===== src/rtl/cpu_reg_file_if.sv =====
// cpu_reg_file_if: decode/writeback bus of the RV32 register file
// (write data/index/enable, two read indices, two read data words).
interface cpu_reg_file_if;
    logic [31:0] IN;
    logic [4:0]  INADDRESS;
    logic        WRITE_EN;
    logic [4:0]  OUT1ADDRESS;
    logic [4:0]  OUT2ADDRESS;
    logic [31:0] OUT1;
    logic [31:0] OUT2;
    modport master (
        output IN, INADDRESS, WRITE_EN, OUT1ADDRESS, OUT2ADDRESS,
        input  OUT1, OUT2
    );
    modport slave (
        input  IN, INADDRESS, WRITE_EN, OUT1ADDRESS, OUT2ADDRESS,
        output OUT1, OUT2
    );
endinterface


===== src/rtl/cpu_reg_file.sv =====
// cpu_reg_file: 32x32 RV32 register file, two combinational reads, one synchronous write, x0 hardwired to 0.
// Define REG_FILE_BYPASS_EN for write-through forwarding of the in-flight write onto the read ports.
module cpu_reg_file (
    input logic           CLK,
    input logic           RESET,
    cpu_reg_file_if.slave bus
);
    logic [31:0] regs [32];
    logic        wr;
    assign wr = RESET && bus.WRITE_EN && bus.INADDRESS != 5'd0;
    always_ff @(posedge CLK) begin
        if (!RESET) begin
            for (int i = 0; i < 32; i++) regs[i] <= '0;
        end else if (wr) begin
            regs[bus.INADDRESS] <= bus.IN;
        end
    end
    // x0 is masked on read, so its storage slot never matters
`ifdef REG_FILE_BYPASS_EN
    assign bus.OUT1 = bus.OUT1ADDRESS == 5'd0 ? '0 :
                      (wr && bus.OUT1ADDRESS == bus.INADDRESS) ? bus.IN : regs[bus.OUT1ADDRESS];
    assign bus.OUT2 = bus.OUT2ADDRESS == 5'd0 ? '0 :
                      (wr && bus.OUT2ADDRESS == bus.INADDRESS) ? bus.IN : regs[bus.OUT2ADDRESS];
`else
    assign bus.OUT1 = bus.OUT1ADDRESS == 5'd0 ? '0 : regs[bus.OUT1ADDRESS];
    assign bus.OUT2 = bus.OUT2ADDRESS == 5'd0 ? '0 : regs[bus.OUT2ADDRESS];
`endif
endmodule


===== src/flat_wrapper.sv =====
// flat-port wrapper written by rule: the top's interface ports become plain ports
module cpu_reg_file_flat 
  (CLK, RESET, bus_IN, bus_INADDRESS, bus_WRITE_EN, bus_OUT1ADDRESS, bus_OUT2ADDRESS, bus_OUT1, bus_OUT2);
  cpu_reg_file_if bus_i ();
  input logic CLK;
  input logic RESET;
  input wire logic [$bits(bus_i.IN)-1:0] bus_IN;
  input wire logic [$bits(bus_i.INADDRESS)-1:0] bus_INADDRESS;
  input wire logic [$bits(bus_i.WRITE_EN)-1:0] bus_WRITE_EN;
  input wire logic [$bits(bus_i.OUT1ADDRESS)-1:0] bus_OUT1ADDRESS;
  input wire logic [$bits(bus_i.OUT2ADDRESS)-1:0] bus_OUT2ADDRESS;
  output wire logic [$bits(bus_i.OUT1)-1:0] bus_OUT1;
  output wire logic [$bits(bus_i.OUT2)-1:0] bus_OUT2;
  assign bus_i.IN = bus_IN;
  assign bus_i.INADDRESS = bus_INADDRESS;
  assign bus_i.WRITE_EN = bus_WRITE_EN;
  assign bus_i.OUT1ADDRESS = bus_OUT1ADDRESS;
  assign bus_i.OUT2ADDRESS = bus_OUT2ADDRESS;
  assign bus_OUT1 = bus_i.OUT1;
  assign bus_OUT2 = bus_i.OUT2;
  cpu_reg_file u_core (.CLK(CLK), .RESET(RESET), .bus(bus_i));
endmodule

===== config.mk =====
export PLATFORM = sky130hd
export DESIGN_NAME = cpu_reg_file_flat
export DESIGN_NICKNAME = d
export VERILOG_FILES = /design/src/rtl/cpu_reg_file_if.sv /design/src/rtl/cpu_reg_file.sv /design/src/flat_wrapper.sv
export SDC_FILE = /design/constraint.sdc
export NUM_CORES = 2
export LEC_CHECK = 0
export BUFFER_PORTS_ARGS = -buffer_cell sky130_fd_sc_hd__buf_2
export CAP_MARGIN = 40
export CELL_PAD_IN_SITES_DETAIL_PLACEMENT = 0
export CELL_PAD_IN_SITES_GLOBAL_PLACEMENT = 2
export CORE_UTILIZATION = 47
export DETAILED_ROUTE_END_ITERATION = 8
export PLACE_DENSITY_LB_ADDON = 0.3
export SYNTH_ARGS = -nofsm -noshare
export SYNTH_HDL_FRONTEND = slang
export SYNTH_SLANG_ARGS = --single-unit

===== constraint.sdc =====
create_clock -name CLK -period 5.8 [get_ports CLK]
set_clock_uncertainty 0.15 [all_clocks]
set_input_delay 1.16 -clock CLK [delete_from_list [all_inputs] [get_ports CLK]]
set_output_delay 1.16 -clock CLK [all_outputs]
set_load 0.1 [all_outputs]

==> impl_results.md <==
* Final setup vio count at 0
* Worst-margin pin slew at between 0.9 and 1 ns
* Ports at 114
* Fmax at 0.189 GHz
* Unrepaired setup endpoints after global routing: no
* Initial DRC count at roughly 4.3k
* CP max FO at 33
* DP HPWL at around 120000 um
* Peak VDD IR at between 0.2 and 0.25 mV
* Vias in the first global route at between 30k and 40k
* Top Registers: u_core.regs (1024)
* Syn avg cell area at ~14 um^2
* Met2 Routed Length at 88800 um
* Fillers at approximately 9.3k
* Setup Buffers After CTS at 0
* First-pass GRT wire length at about 270000 um
* Average wire per standard cell at around 35 um
* Clock Sinks at roughly 1k
* GRT Total Usage at 0.327
* CP Capture Type: output pin
* Met3 Wirelength at between 15000 and 20000 um
* Yosys warns at 0
* Routed vias/inst at around 6.5
* Register area share after synthesis at 0.559
* Hold-fix buffers, CTS at 0
* #FFs+latches synth at 1024
* Area leader, netlist: edfxtp_1
* Power Dens Cells at 294 nW/um^2
* Die W at 344 um
* Worst slew margin at 0.332
* Ys async rst share at 0
* Critical path type: in -> out
* Post-Syn Area at 55000 um^2
* Post-cts repair resize count at 0
* Area Growth Syn to Fin at 14.5%
* CTS buffer count at approximately 110
* DRC Markers at 0
* Max FFs per register at approximately 1.0k
* Total power at ~19 mW
* Final hold vios at 0
* Clock slew at reported path FFs at 0.06 ns
* Min Tclk post-route at around 5.3 ns
* Post-synth top cells: edfxtp_1, and2_1, mux2i_1
* Top cells by area, synth: edfxtp_1, mux4_2, and2_1
* CTS HTree Levels at 3
* Slowest CP cell: a221oi_1
* Grt ovf at 0
* Layout cell share with drive strength beyond 1 at 0.241
* Fin crit share at 0.915
* Fin nets at slightly below 4k
* CP Cell Sequence: buf_6 -> buf_4 -> mux4_1 -> a221oi_1 -> a211oi_1 -> buf_2 -> buf_12
* Most frequent cell after synthesis: edfxtp_1
* Maxcap violations at 0
* Share of the synthesized area in the top cell type at 0.559
* Top_reg_cell synth: edfxtp_1
* Max Used Layer: met5
* Port Buffers at ~110
* CP startpoint kind: input port
* Row count at 125
* DRT antenna net count at 0
* Status: complete, no violations
* Leak at roughly 22 nW
* Pins Over Slew Limit at 0
* DRT Pass-1 Iters at 6
* M1 wire length at ~77000 um
* Initial core utilization at 0.474
* Post-synth EDFFs at roughly 1k
* GP Congestion at around 0.9
* Hold Path Class: in -> reg
* CP peak stage delay at 0.84 ns
* Longest Clk Path Bufs at 3
* Reg with most FFs: u_core.regs
* Netlist cell types at 38
* CP arrival at roughly 4 ns
* Req. time, crit path at 4.49 ns
* Total Wirelength at just under 200000 um
* Initial antenna violation count at 17
* Vias at 35.7k
* Root Buffer: clkbuf_16
* Setup total negative slack at 0 ns
* Synth Instances at 3798
* Core box area at approximately 120000 um^2
* CTS tree: yes
* Die footprint at around 120000 um^2
* Pin count of the biggest net entering global routing at 50
* Die Y at approximately 340 um
power by group:
part	total, mW	leakage [nW]	internal [mW]	switching (mW)
combinational	2.99	10.9	1.10	1.89
clock	6.76	1.64	3.81	2.94
sequential	8.78	9.75	8.56	0.221
total	18.5	22.3	13.5	5.05
through the flow:
stage	area, um^2	setup slack, ns	cells	hold slack [ns]	utilization
after detailed placement	59700	0.497	5270	1.56	0.514
after CTS	63000	0.483	5463	0.819	0.543
after floorplan	55300	0.0150	3829	1.21	-
final	63000	0.496	5468	0.857	0.543
after global placement	59200	0.508	5243	1.55	0.510
after global routing	63000	0.479	5464	0.853	0.543
cell usage in the layout (no fill, tap or decap), types with 56 or more instances in the layout:
master / n
a211oi_1: 64
edfxtp_1: 1024
mux2_2: 64
nand2_1: 101
mux4_1: 56
buf_12: 101
clkbuf_16: 113
o221ai_1: 64
mux2i_1: 320
a22oi_1: 64
mux4_2: 296
and2_1: 993
buf_4: 175
final cells by class:
cell class	count	area (um^2)	area share
Timing Repair Buffer	333	3770	0.0598
Sequential cell	1024	30700	0.488
Inverter	3	12.5	0.000199
Clock buffer	131	2900	0.0460
Clock inverter	62	439	0.00697
Antenna cell	5	12.5	0.000199
Tap cell	1524	1910	0.0303
Multi-Input combinational cell	2386	23200	0.369
kinds of logic (layout without fill, tap and decap cells):
logic type	after synthesis	in the layout	share of synthesized area
and+or+nand+nor	1220	1220	0.133
DFF	1024	1024	0.559
muxes	736	736	0.219
buffers and inverters	419	529	0.0352
AOI/OAI and AO/OA	398	398	0.0537
other	1	37	0.0000682
per-layer routing:
layer,vias to the layer above,track usage
li1,14700,-
met1,18500,0.447
met2,2064,0.510
met3,417,0.0605
met4,14,0.154
met5,-,0
final timing paths:
| path | start | endpoint | slack, ns | depth (start not counted) |
|---|---|---|---|---|
| setup / recovery | bus_OUT1ADDRESS[1] | bus_OUT1[16] | 0.50 | 7 |
| hold / removal | RESET | u_core.regs[15][25] | 0.86 | 2 |
worst max-delay path, delay by kind of cell:
kind / cells / cell delay [ns]
buffers and inverters: 4 / 1.30
multiplexers: 1 / 0.40
AO/OA/AOI/OAI: 2 / 1.07
Power figures use the tool's default switching activity.
